[src/rtl/up_down_counter_pkg.sv]
// Shared types for the loadable up/down counter: default width, operation enum and priority decode.
// Build option UP_DOWN_COUNTER_WRAP_EN (see udc_next_calc) switches saturation to wrap-around.
package up_down_counter_pkg;

  localparam int UDC_WIDTH = 5;

  typedef enum logic [1:0] {
    OP_HOLD,
    OP_LOAD,
    OP_DEC,
    OP_INC
  } udc_op_e;

  // Load beats down, down beats up; a simultaneous down+up is a plain decrement.
  function automatic udc_op_e udc_decode(input logic load, input logic down, input logic up);
    udc_op_e op;
    op = OP_HOLD;
    if (load) begin
      op = OP_LOAD;
    end else if (down) begin
      op = OP_DEC;
    end else if (up) begin
      op = OP_INC;
    end
    return op;
  endfunction

endpackage

[src/rtl/up_down_counter_if.sv]
// Request/status bundle of the up/down counter; master drives requests, slave returns the count.
// Unaffected by UP_DOWN_COUNTER_WRAP_EN.
interface up_down_counter_if
  import up_down_counter_pkg::*;
#(
  parameter int WIDTH = UDC_WIDTH
);

  logic [WIDTH-1:0] in;
  logic             load;
  logic             down;
  logic             up;
  logic [WIDTH-1:0] counter;
  logic             low;
  logic             high;

  modport master (
    output in, load, down, up,
    input  counter, low, high
  );

  modport slave (
    input  in, load, down, up,
    output counter, low, high
  );

endinterface

[src/rtl/udc_next_calc.sv]
// Next-count datapath of the up/down counter; saturates at 0 and max by default,
// wraps around instead when UP_DOWN_COUNTER_WRAP_EN is defined.
module udc_next_calc
  import up_down_counter_pkg::*;
#(
  parameter int WIDTH = UDC_WIDTH
) (
  input  udc_op_e          op,
  input  logic [WIDTH-1:0] counter,
  input  logic [WIDTH-1:0] in,
  output logic [WIDTH-1:0] next
);

  localparam logic [WIDTH-1:0] MAX_VAL = '1;
  localparam logic [WIDTH-1:0] ONE     = WIDTH'(1);

  always_comb begin
    next = counter;
    unique case (op)
      OP_LOAD: next = in;
`ifdef UP_DOWN_COUNTER_WRAP_EN
      OP_DEC:  next = counter - ONE;
      OP_INC:  next = counter + ONE;
`else
      // Bounds pin the count instead of letting the subtraction/addition roll over.
      OP_DEC:  next = (counter == '0) ? counter : counter - ONE;
      OP_INC:  next = (counter == MAX_VAL) ? counter : counter + ONE;
`endif
      default: next = counter;
    endcase
  end

endmodule

[src/rtl/up_down_counter.sv]
// Loadable up/down counter with low/high bound flags and synchronous active-high reset.
// Define UP_DOWN_COUNTER_WRAP_EN for wrap-around instead of saturation.
module up_down_counter
  import up_down_counter_pkg::*;
#(
  parameter int WIDTH = UDC_WIDTH
) (
  input  logic              clk,
  input  logic              rst,
  up_down_counter_if.slave  bus
);

  localparam logic [WIDTH-1:0] MAX_VAL = '1;

  udc_op_e          op;
  logic [WIDTH-1:0] count_q;
  logic [WIDTH-1:0] count_next;

  assign op = udc_decode(bus.load, bus.down, bus.up);

  udc_next_calc #(
    .WIDTH (WIDTH)
  ) u_next_calc (
    .op      (op),
    .counter (count_q),
    .in      (bus.in),
    .next    (count_next)
  );

  always_ff @(posedge clk) begin
    if (rst) begin
      count_q <= '0;
    end else begin
      count_q <= count_next;
    end
  end

  // Flags decode the register directly so they line up with the visible count.
  assign bus.counter = count_q;
  assign bus.low     = (count_q == '0);
  assign bus.high    = (count_q == MAX_VAL);

endmodule

[src/flat_wrapper.sv]
// flat-port wrapper written by rule: the top's interface ports become plain ports
module up_down_counter_flat import up_down_counter_pkg::*;
#(
  parameter int WIDTH = UDC_WIDTH
)
  (clk, rst, bus_in, bus_load, bus_down, bus_up, bus_counter, bus_low, bus_high);
  up_down_counter_if #(.WIDTH(WIDTH)) bus_i ();
  input  logic clk;
  input  logic rst;
  input wire logic [$bits(bus_i.in)-1:0] bus_in;
  input wire logic [$bits(bus_i.load)-1:0] bus_load;
  input wire logic [$bits(bus_i.down)-1:0] bus_down;
  input wire logic [$bits(bus_i.up)-1:0] bus_up;
  output wire logic [$bits(bus_i.counter)-1:0] bus_counter;
  output wire logic [$bits(bus_i.low)-1:0] bus_low;
  output wire logic [$bits(bus_i.high)-1:0] bus_high;
  assign bus_i.in = bus_in;
  assign bus_i.load = bus_load;
  assign bus_i.down = bus_down;
  assign bus_i.up = bus_up;
  assign bus_counter = bus_i.counter;
  assign bus_low = bus_i.low;
  assign bus_high = bus_i.high;
  up_down_counter #(.WIDTH(WIDTH)) u_core (.clk(clk), .rst(rst), .bus(bus_i));
endmodule
[config.mk]
export PLATFORM = sky130hd
export DESIGN_NAME = up_down_counter_flat
export DESIGN_NICKNAME = d
export VERILOG_FILES = /design/src/rtl/up_down_counter_pkg.sv /design/src/rtl/up_down_counter_if.sv /design/src/rtl/udc_next_calc.sv /design/src/rtl/up_down_counter.sv /design/src/flat_wrapper.sv
export SDC_FILE = /design/constraint.sdc
export NUM_CORES = 1
export LEC_CHECK = 0
export CAP_MARGIN = 10
export CORE_AREA = 2 2 39 41
export CTS_BUF_LIST = sky130_fd_sc_hd__clkbuf_8
export DETAILED_ROUTE_END_ITERATION = 7
export DIE_AREA = 0 0 41 43
export PLACE_DENSITY = 0.72
export SYNTH_ARGS = -nofsm -noshare
export SYNTH_HDL_FRONTEND = slang
export SYNTH_SLANG_ARGS = --single-unit
[constraint.sdc]
create_clock -name clk -period 3.4 [get_ports clk]
set_clock_uncertainty 0.2 [all_clocks]
set_input_delay 1.02 -clock clk [delete_from_list [all_inputs] [get_ports clk]]
set_output_delay 1.02 -clock clk [all_outputs]
set_load 0.01 [all_outputs]
==> impl_metrics.env, run 1 <==
export IMPL_outcome="complete, no violations"
export IMPL_min_period_over_period=0.894
export IMPL_clk_pin_slew_worst_paths_ns=0.04
export IMPL_post_place_ws_ns=0.116
export IMPL_drv_cap=0
export IMPL_cts_tree="done"
export IMPL_fin_cells=96
export IMPL_num_vias=466
export IMPL_dpl_hpwl_um=918
export IMPL_hold_violations=0
export IMPL_layout_setup_ws_ns=0.361
export IMPL_max_slew_margin=0.625
export IMPL_grt_start_max_net_pins=10
export IMPL_totalPowerFinal_uw=312
export IMPL_ant_nets=0
export IMPL_grt_pass1_vias=431
export IMPL_cts_htree_levels=1
export IMPL_worstPathCellList="clkdlybuf4s50_1 > nand2b_2 > nand2b_1 > buf_4 > ha_1 > a21o_1 > a21oi_1 > xnor2_1 > mux2i_1 > a211oi_1"
export IMPL_fin_area_um2=718
export IMPL_synth_edf_count=0
export IMPL_wl_um=1180
export IMPL_fp_coreArea_um2=1380
export IMPL_yosysUniqueCellTypes=26
export IMPL_crit_type="input pin to flop"
export IMPL_place_gp_congestion=0.795
export IMPL_layout_drive_gt1_share=0.150
export IMPL_setup_viol=0
export IMPL_grt_pass1_wl_um=1770
export IMPL_wl_per_cell_um=12.3
export IMPL_ys_ff_latch=5
export IMPL_cellPowerDensity_nw_per_um2=434
export IMPL_slowest_stage="clkdlybuf4s50_1"
export IMPL_area_growth_pct=55.1
export IMPL_io_pins=17
export IMPL_drtIter0Drc=3
export IMPL_fill_cells=131
export IMPL_synth_flop_cell="dfxtp_1"
export IMPL_placed_area_um2=673
export IMPL_yosysSeqAreaShare=0.216
export IMPL_initial_core_util=0.335
export IMPL_p_leak_uw=0.000305
export IMPL_path_max_fanout=3
export IMPL_ir_worst_vdd_v=0.000292
export IMPL_ctsResizeCount=0
export IMPL_cts_root_buf="clkbuf_8"
export IMPL_slew_violations=0
export IMPL_syn_area_um2=463
export IMPL_rsz0062_at_grt="false"
export IMPL_post_route_drc_count=0
export IMPL_max_freq_mhz=329
export IMPL_die_h_um=43
export IMPL_hold_buffers=0
export IMPL_synth_warning_count=0
export IMPL_final_nets=95
export IMPL_n_antenna_cell=0
export IMPL_setup_tns_final_ns=0
export IMPL_place_inst=92
export IMPL_die_area_um2=1760
export IMPL_cts_buffers_inserted=3
export IMPL_endpoint_kind="flop"
export IMPL_min_delay_path_class="flop to flop"
export IMPL_max_stage_delay_ns=0.42
export IMPL_worst_pin_slew_ns=0.561
export IMPL_clkSinkCount=5
export IMPL_cp_required_ns=3.35
export IMPL_ctsLongestPathBuffers=2
export IMPL_track_usage=0.161
export IMPL_antenna_found_initial=0
export IMPL_cp_start_kind="input pin"
export IMPL_netlist_instances=56
export IMPL_fp_row_count=14
export IMPL_via_per_inst=4.85
export IMPL_syn_area_per_cell_um2=8.27
export IMPL_dr_pass1_iters=3
export IMPL_grt_overflow=0
export IMPL_syn_nets=70
export IMPL_min_period_ns=3.04
export IMPL_async_reset_ff_frac=0
export IMPL_port_buffers=16
export IMPL_arrival_ns=2.99
export IMPL_post_cts_buffers=0
export IMPL_largest_reg_flops=5
export IMPL_die_w_um=41
export IMPL_clk_latency_ns=0.23
export IMPL_layout_cells_most_common_list="clkdlybuf4s50_1, nor2_1, inv_1, dfxtp_1"
export IMPL_final_common_cell="clkdlybuf4s50_1"
worst paths after layout:
check                                           from                                 end  slack (ns)  depth (start not counted)
setup reg to reg  u_core.bus.counter[0]$_SDFFE_PP0P_  u_core.bus.counter[4]$_SDFFE_PP0P_        1.33                          7
setup / recovery                            bus_down  u_core.bus.counter[3]$_SDFFE_PP0P_        0.36                         10
hold reg to reg   u_core.bus.counter[3]$_SDFFE_PP0P_  u_core.bus.counter[3]$_SDFFE_PP0P_        0.35                          2
hold / removal    u_core.bus.counter[3]$_SDFFE_PP0P_  u_core.bus.counter[3]$_SDFFE_PP0P_        0.35                          2
power by group:
part           switching (uW)  internal, uW
clock network            35.2          77.9
logic                    50.5          67.7
registers                13.5          66.9
total                    99.3           213
cell usage after synthesis (2+ instances only):
cell	n	area share
nor2_1	8	0.065
dfxtp_1	5	0.22
a21oi_1	4	0.043
inv_1	4	0.032
nand2_1	4	0.032
a211oi_1	3	0.049
ha_1	3	0.081
mux2i_1	3	0.065
nand2b_1	2	0.027
nand3_1	2	0.022
nor2b_1	2	0.027
o21ai_0	2	0.022
cells by family after synthesis:
family	Yosys count	synth area share
simple gates	24	0.278
compound gates	14	0.246
flops	5	0.216
buf+inv	4	0.0324
fa+ha+maj	4	0.124
mux	3	0.0649
xor+xnor	2	0.0378
per-stage QoR:
step / util / hold WS [ns]
after floorplan: - / 0.353
after global placement: 0.486 / 0.343
after detailed placement: 0.486 / 0.351
after CTS: 0.519 / 0.353
after global routing: 0.519 / 0.400
final: 0.519 / 0.354
cell type report:
type / instances / area, um^2 / share of cell area
flip-flops and latches: 5 / 100 / 0.139
well taps: 16 / 20.0 / 0.0279
multi-input cells: 47 / 348 / 0.484
inverters: 4 / 15.0 / 0.0209
clock inverters: 1 / 3.75 / 0.00523
clock buffers: 3 / 41.3 / 0.0575
repair buffers: 20 / 190 / 0.265
worst max-delay path, delay by kind of cell:
kind            cells  cell delay (ns)
compound gates      3             0.56
fa+ha+maj           1             0.26
xor+xnor            1             0.13
mux                 1             0.09
buf+inv             2             0.57
simple gates        2             0.35
metal layers:
layer  part of all wire  vias up  global-route usage
li1                   -      247                   -
met1               0.46      203               0.168
met2               0.46       12               0.244
met3              0.051        4              0.0785
met4              0.030        0               0.100
met5                  0        -                   0
No activity file was read; power rests on OpenSTA's default activity.
==> run 2: changes to the inputs <==
- CTS_BUF_LIST: sky130_fd_sc_hd__clkbuf_8 -> sky130_fd_sc_hd__clkbuf_2 sky130_fd_sc_hd__clkbuf_4 sky130_fd_sc_hd__clkbuf_8
==> run 2 against run 1 <==
Compared with the run above:
- setup slack got worse by 0.048 ns
- clock power fell by 29%
- count of clock-buffer cells in the layout up 1
- final cell count is the same
- power is 10% lower
- sequential cell count is the same
- fmax decreased by 1.5%
- first-iteration DRC count grew 100%
- non-clock buffer count stayed put
- critical path type unchanged
- critical endpoint unchanged
==> impl_metrics.env, run 2 (synthesis results as in run 1) <==
export IMPL_cts_buffers_inserted=3
export IMPL_ir_worst_vdd_v=0.000258
export IMPL_hold_depth=2
export IMPL_regArea_um2=100
export IMPL_path_max_fanout=3
export IMPL_area_growth_pct=51.9
export IMPL_met2_usage=0.266
export IMPL_die_area_um2=1760
export IMPL_totalPowerFinal_uw=280
export IMPL_antenna_found_initial=0
export IMPL_io_pins=17
export IMPL_post_cts_buffers=0
export IMPL_layout_setup_ws_ns=0.313
export IMPL_drtIter0Drc=6
export IMPL_crit_type="input pin to flop"
export IMPL_slowest_stage="clkdlybuf4s50_1"
export IMPL_fp_row_count=14
export IMPL_clk_pin_slew_worst_paths_ns=0.05
export IMPL_max_stage_delay_ns=0.42
export IMPL_multi_input_area_um2=348
export IMPL_via_per_inst=4.78
export IMPL_slew_violations=0
export IMPL_grt_pass1_wl_um=1800
export IMPL_final_common_cell="clkdlybuf4s50_1"
export IMPL_met1_usage=0.167
export IMPL_crit_cells=10
export IMPL_met3_usage=0.0785
export IMPL_ant_nets=0
export IMPL_cp_required_ns=3.35
export IMPL_largest_reg_flops=5
export IMPL_hold_violations=0
export IMPL_arrival_ns=3.04
export IMPL_ctsResizeCount=0
export IMPL_post_place_ws_ns=0.116
export IMPL_min_period_over_period=0.908
export IMPL_outcome="complete, no violations"
export IMPL_hold_buffers=0
export IMPL_setup_viol=0
export IMPL_p_leak_uw=0.000297
export IMPL_worstPathCellList="clkdlybuf4s50_1 > nand2b_2 > nand2b_1 > buf_4 > ha_1 > a21o_1 > a21oi_1 > xnor2_1 > mux2i_1 > a211oi_1"
export IMPL_reg2reg_depth=7
export IMPL_clk_latency_ns=0.25
export IMPL_grt_busiest_layer="met2"
export IMPL_max_freq_mhz=324
export IMPL_setup_tns_final_ns=0
export IMPL_grt_pass1_vias=443
export IMPL_ctsLongestPathBuffers=2
export IMPL_track_usage=0.156
export IMPL_grt_start_max_net_pins=10
export IMPL_n_antenna_cell=0
export IMPL_layout_cells_most_common_list="clkdlybuf4s50_1, nor2_1, dfxtp_1"
export IMPL_rsz0062_at_grt="false"
export IMPL_critical_path_top_delay_family="compound AO/OA/AOI/OAI gates"
export IMPL_path_buf_inv=2
export IMPL_cp_start_kind="input pin"
export IMPL_post_route_drc_count=0
export IMPL_clkSinkCount=5
export IMPL_cts_tree="done"
export IMPL_initial_core_util=0.335
export IMPL_cts_htree_levels=1
export IMPL_cellPowerDensity_nw_per_um2=398
export IMPL_min_delay_path_class="flop to flop"
export IMPL_die_h_um=43
export IMPL_max_slew_margin=0.608
export IMPL_endpoint_kind="flop"
export IMPL_port_buffers=16
export IMPL_fp_coreArea_um2=1380
export IMPL_dr_pass1_iters=4
export IMPL_drv_cap=0
export IMPL_hold_ws_ns=0.370
export IMPL_dpl_hpwl_um=918
export IMPL_wl_um=1180
export IMPL_final_nets=95
export IMPL_place_gp_congestion=0.795
export IMPL_worst_pin_slew_ns=0.587
export IMPL_grt_overflow=0
export IMPL_num_vias=459
export IMPL_min_period_ns=3.09
export IMPL_wl_per_cell_um=12.3
export IMPL_die_w_um=41
export IMPL_cts_root_buf="clkbuf_4"
export IMPL_fill_cells=137
export IMPL_layout_drive_gt1_share=0.163
-- run 2: changes by cell type in the layout (fill, tap and decap cells not counted) --
cell and delta:
inv_1 -1, clkbuf_4 +4, clkbuf_8 -3
-- run 2: final cells by class --
cell class                 instances  share of cell area
multi-input combinational         47               0.495
timing repair buffer              20               0.270
sequential                         5               0.142
clock buffer                       4              0.0427
tap                               16              0.0285
inverter                           4              0.0214
-- run 2: power by group --
group | internal, uW | switching, uW | leakage, uW
sequential | 66.7 | 13.6 | 0.0000416
clock | 52.6 | 27.9 | 0.0000184
combinational | 67.7 | 51.1 | 0.000236
-- run 2: layer usage --
| layer | vias up | share of wire | wire length (um) |
|---|---|---|---|
| met5 | - | 0 | 0 |
| met4 | 0 | 0 | 0 |
| met3 | 0 | 0.046 | 55 |
| met2 | 15 | 0.51 | 599 |
| met1 | 199 | 0.45 | 528 |
| li1 | 245 | - | - |
-- run 2: path summary, 6_finish.rpt --
path	slack [ns]	from	endpoint
min	0.37	u_core.bus.counter[3]$_SDFFE_PP0P_	u_core.bus.counter[3]$_SDFFE_PP0P_
max	0.31	bus_down	u_core.bus.counter[3]$_SDFFE_PP0P_
min reg2reg	0.37	u_core.bus.counter[3]$_SDFFE_PP0P_	u_core.bus.counter[3]$_SDFFE_PP0P_
max reg2reg	1.34	u_core.bus.counter[0]$_SDFFE_PP0P_	u_core.bus.counter[4]$_SDFFE_PP0P_
-- run 2: tightest hold or removal path: stages, from the launching register on --
cell and delay (ns):
dfxtp_1 0.35, nor2_1 0.11, a211oi_1 0.06
-- run 2: through the flow --
stage               area [um^2]  std cells   util
finish                      703         96  0.508
global route                703         96  0.508
CTS                         703         96  0.508
detailed placement          673         92  0.486
global placement            673         92  0.486
floorplan                   463         56      -
==> run 3: changes to the inputs <==
- clock period: 3.4 -> 3.1 ns (I/O delays scaled with it)
==> run 3 against run 2 <==
Compared with the run above:
- global-route usage is 1.7 points higher
- hold slack got worse by 0.0059 ns
- sequential share of layout area decreased by 0.72 points
- final cell count up 5.2%
- combinational power rose by 19%
- sequential cell count unchanged
- sequential power grew 9.6%
- non-clock buffer count increased by 5
- largest cell class unchanged
==> impl_metrics.env, run 3 (synthesis results as in run 1) <==
export IMPL_outcome="complete, no violations"
export IMPL_slew_violations=0
export IMPL_rsz0062_at_grt="false"
export IMPL_arrival_ns=1.82
export IMPL_worst_pin_slew_ns=0.320
export IMPL_totalPowerFinal_uw=318
export IMPL_fp_row_count=14
export IMPL_layout_setup_ws_ns=0.149
export IMPL_largest_reg_flops=5
export IMPL_min_delay_path_class="flop to flop"
export IMPL_via_per_inst=5.01
export IMPL_hold_violations=0
export IMPL_cts_tree="done"
export IMPL_final_common_cell="clkdlybuf4s50_1"
export IMPL_max_freq_mhz=339
export IMPL_clkSinkCount=5
export IMPL_dr_pass1_iters=4
export IMPL_hold_buffers=0
export IMPL_post_place_ws_ns=-0.0910
export IMPL_cp_required_ns=1.97
export IMPL_ir_worst_vdd_v=0.000239
export IMPL_crit_type="flop to output pin"
export IMPL_utilization=0.535
export IMPL_die_h_um=43
export IMPL_initial_core_util=0.335
export IMPL_die_area_um2=1760
export IMPL_ctsResizeCount=0
export IMPL_ant_nets=0
export IMPL_r2r_slack_ns=1.06
export IMPL_antenna_found_initial=0
export IMPL_p_leak_uw=0.000320
export IMPL_fill_cells=123
export IMPL_post_cts_buffers=0
export IMPL_cts_buffers_inserted=3
export IMPL_grt_pass1_vias=533
export IMPL_cellPowerDensity_nw_per_um2=430
export IMPL_area_growth_pct=60.0
export IMPL_ctsLongestPathBuffers=2
export IMPL_post_route_drc_count=0
export IMPL_wl_per_cell_um=11.8
export IMPL_grt_start_max_net_pins=10
export IMPL_fp_coreArea_um2=1380
export IMPL_n_antenna_cell=0
export IMPL_clk_latency_ns=0.25
export IMPL_drv_cap=0
export IMPL_dpl_hpwl_um=929
export IMPL_grt_overflow=0
export IMPL_drtIter0Drc=14
export IMPL_io_pins=17
export IMPL_layout_cells_most_common_list="clkdlybuf4s50_1, buf_4, nor2_1"
export IMPL_grt_pass1_wl_um=2100
export IMPL_clk_pin_slew_worst_paths_ns=0.04
export IMPL_endpoint_kind="output pin"
export IMPL_max_slew_margin=0.786
export IMPL_cts_root_buf="clkbuf_4"
export IMPL_setup_tns_final_ns=0
export IMPL_path_max_fanout=7
export IMPL_min_period_ns=2.95
export IMPL_die_w_um=41
export IMPL_cts_htree_levels=1
export IMPL_wl_um=1200
export IMPL_port_buffers=16
export IMPL_setup_viol=0
export IMPL_place_gp_congestion=0.881
export IMPL_num_vias=506
export IMPL_layout_drive_gt1_share=0.212
export IMPL_track_usage=0.173
export IMPL_min_period_over_period=0.952
export IMPL_final_nets=100
export IMPL_cp_start_kind="flop"
==> run 3: path summary, 6_finish.rpt <==
check / start / to / cells past startpoint
setup / recovery: u_core.bus.counter[0]$_SDFFE_PP0P_ / bus_low / 3
hold / removal: u_core.bus.counter[3]$_SDFFE_PP0P_ / u_core.bus.counter[3]$_SDFFE_PP0P_ / 2
setup reg to reg: u_core.bus.counter[0]$_SDFFE_PP0P_ / u_core.bus.counter[4]$_SDFFE_PP0P_ / 7
hold reg to reg: u_core.bus.counter[3]$_SDFFE_PP0P_ / u_core.bus.counter[3]$_SDFFE_PP0P_ / 2
==> run 3: critical path, cell delays in order, from the launching register on <==
cell and delay, ns:
dfxtp_1 0.37, or4_4 0.56, nor2_1 0.10, clkdlybuf4s50_1 0.54
==> run 3: final cells by class <==
type,instances,area [um^2],area share
Clock buffer,4,30.0,0.0405
Inverter,4,15.0,0.0203
Multi-Input combinational cell,47,348,0.470
Sequential cell,5,100,0.135
Tap cell,16,20.0,0.0270
Timing Repair Buffer,25,228,0.307
==> run 3: metal layers <==
layer | wire, um | up-vias | part of all wire | global-route usage
li1 | - | 257 | - | -
met4 | 0 | 0 | 0 | 0.0200
met2 | 606 | 12 | 0.51 | 0.294
met3 | 70 | 0 | 0.059 | 0.0785
met5 | 0 | - | 0 | 0
met1 | 518 | 237 | 0.43 | 0.194
==> run 3: through the flow <==
step	hold slack, ns	cells	instance area [um^2]
6_report	0.364	101	741
5_1_grt	0.398	101	741
4_1_cts	0.359	101	741
3_5_place_dp	0.352	97	711
3_3_place_gp	0.341	97	711
2_1_floorplan	0.353	56	463
==> run 3: report_power, final <==
part | switching [uW] | internal (uW)
clock network | 30.6 | 57.6
logic | 58.9 | 83.2
registers | 14.8 | 73.2
==> edit, RTL diff (config.mk and constraints of run 3) <==
The package constant `UDC_WIDTH` goes from 5 to 7.
--- a/src/rtl/up_down_counter_pkg.sv
+++ b/src/rtl/up_down_counter_pkg.sv
@@ -2,7 +2,7 @@
 // Build option UP_DOWN_COUNTER_WRAP_EN (see udc_next_calc) switches saturation to wrap-around.
 package up_down_counter_pkg;
 
-  localparam int UDC_WIDTH = 5;
+  localparam int UDC_WIDTH = 7;
 
   typedef enum logic [1:0] {
     OP_HOLD,
Ports: changed (resized bus_counter and bus_in); port bits go from 17 to 21. No check against the original RTL was run, so the function may have changed too.
==> edit against run 3 <==
Largest cell class unchanged. Critical path type is now input pin to flip-flop. Global-route usage rose by 3.5 points. Wire length is 41% higher. Power is 40% higher. Highest routed layer unchanged. Cell count rose by 24%. Design area is 34% higher. Synthesized area is 35% higher. Worst setup slack worse by 0.084 ns. Sequential cell count is 2 higher. Count of clock-buffer cells in the layout did not move.
==> edit: results (changes against run 3) <==
| Metric | Value |
|---|---|
| Status | finished, final reports clean |
| R2R Setup Slk | 1.11 ns (+0.05 ns) |
| Vias in the first global route | 652 (+22%) |
| GRT Overall Usage | 20.8% (+3.5 points) |
| Max reg flops | 7 (+2) |
| Worst Setup EP | u_core.bus.counter[5] |
| Via count | 691 (+37%) |
| Area contributors post-synth | dfxtp_1 22%, ha_1 10%, mux2i_1 6.4% |
| 1st-pass router iterations | 4 (unchanged) |
| Share of layout cells above drive strength 1 | 28.4% (+7.3 points) |
| Class of the worst hold path | flip-flop to flip-flop |
| Initial DRC count | 10 (-4) |
| Clock Tree Buf Depth | 2 (unchanged) |
| Reg-to-Reg End | u_core.bus.counter[0] |
| Slowest CP cell | or3b_4 |
| Final RePlAce weighted congestion | 0.932 (+5.8%) |
| Dpl cells | 121 (+25%) |
| Register area share after synthesis | 22.5% (+0.87 points) |
| First-pass GRT wire length | 2590 um (+23%) |
| Post-CTS setup buffer count | 0 (unchanged) |
| Largest net degree at the start of global routing | 13 (+3) |
| Fillers | 112 (-8.9%) |
| Dpl cell area | 947 sq um (+33%) |
| Met3 Wirelength | 68 um (-2.9%) |
| Slew @ Worst Pin | 0.452 ns (+0.133 ns) |
| Wire length on met2 | 901 um (+49%) |
| Wl on met1 | 716 um (+38%) |
| Reg2Reg Depth | 6 (-1) |
| Peak VDD IR | 0.216 mV (-9.4%) |
| Distinct cells, synth | 30 (+15%) |
| Clock-pin slew on the worst setup and hold paths | 0.06 ns (+0.02 ns) |
| Net Switching | 155 uW (+49%) |
| Critical Path Start | bus_load |
| Initial antenna violation count | 0 (unchanged) |
| Port bufs | 20 (+4) |
| Fmax | 329 MHz (-2.8%) |
| Critical path arrival | 2.97 ns (+1.15 ns) |
| Clock latency at the later pin of the worst-skew pair | 0.25 ns (about the same) |
| Pleak | 0.455 nW (+42%) |
| Place WS | -0.376 ns (-0.285 ns) |
| Uppermost layer routed | met3 |
| Final Non-Filler Cells | 125 (+24%) |
| Worst-path maximum fanout | 6 (-1) |
| Avg WL per Cell | 13.5 um (+14%) |
| Syn Nets | 89 (+27%) |
| Top post-synthesis cells by count | 7 x a21oi_1, 7 x dfxtp_1 |
| Post-Synthesis Cells | 71 (+27%) |
| Slowest Stage Delay on Critical Path | 0.46 ns (-0.10 ns) |
[edit: changes by cell type in the layout (fill, tap and decap cells not counted), moves of 3 or more]
cell,change
a211oi_1,-3
buf_4,+7
clkdlybuf4s50_1,+3
nand4_1,+3
nor2_1,-3
[edit: power groups by stage]
stage | clock network [mW] | logic (mW) | registers [mW]
floorplan | 0 | 0.117 | 0.127
global placement | 0 | 0.220 | 0.119
detailed placement | 0 | 0.227 | 0.119
CTS | 0.0969 | 0.226 | 0.117
global route | 0.101 | 0.253 | 0.119
finish | 0.0958 | 0.233 | 0.117
[edit: worst max-delay path: cells and delay by family]
kind / cells / cell delay, ns
compound gates: 3 / 0.60
simple gates: 2 / 0.59
fa+ha+maj: 1 / 0.30
buf+inv: 1 / 0.45
mux: 1 / 0.09
[edit: cell type report]
| cell class | instances | area, sq um | share of cell area (%) |
|---|---|---|---|
| clock buffer | 4 | 30.0 | 3.03 |
| inverter | 5 | 18.8 | 1.89 |
| multi-input combinational | 57 | 463 | 46.7 |
| sequential | 7 | 140 | 14.1 |
| tap | 16 | 20.0 | 2.02 |
| timing repair buffer | 36 | 319 | 32.2 |
[edit: kinds of logic after synthesis]
group                    synth area share (%)
multiplexers                             6.43
AO/OA/AOI/OAI                            27.3
buffers and inverters                    5.62
adder cells (fa/ha/maj)                  13.3
XOR/XNOR                                 7.03
AND/OR/NAND/NOR                          17.9
flip-flops                               22.5
[edit: per-layer routing]
layer / global-route usage [%] / up-vias
met5: 0 / -
met4: 2.00 / 0
met3: 3.14 / 0
met2: 37.8 / 16
met1: 24.9 / 333
li1: - / 342
[edit: worst min-delay path by stage]
stage                                startpoint                     to  cells after the start
after floorplan           u_core.bus.counter[5]  u_core.bus.counter[5]                      2
after global placement    u_core.bus.counter[5]  u_core.bus.counter[5]                      2
after detailed placement  u_core.bus.counter[5]  u_core.bus.counter[5]                      2
after CTS                 u_core.bus.counter[5]  u_core.bus.counter[5]                      2
after global routing      u_core.bus.counter[5]  u_core.bus.counter[5]                      2
final                     u_core.bus.counter[5]  u_core.bus.counter[5]                      2
[edit: what timing repair did]
| item | in CTS | in global routing |
|---|---|---|
| gates cloned | 0 | 0 |
| endpoints found under the hold margin | 0 | 0 |
| setup endpoints to repair | 5 | 2 |
| pin swaps | 0 | 1 |
| gates resized for setup | 2 | 3 |
[edit: per-stage QoR]
step	hold WS (ns)	util, %
after floorplan	0.327	-
after global placement	0.321	68.4
after detailed placement	0.324	68.4
after CTS	0.336	70.7
after global routing	0.363	71.6
final	0.336	71.6
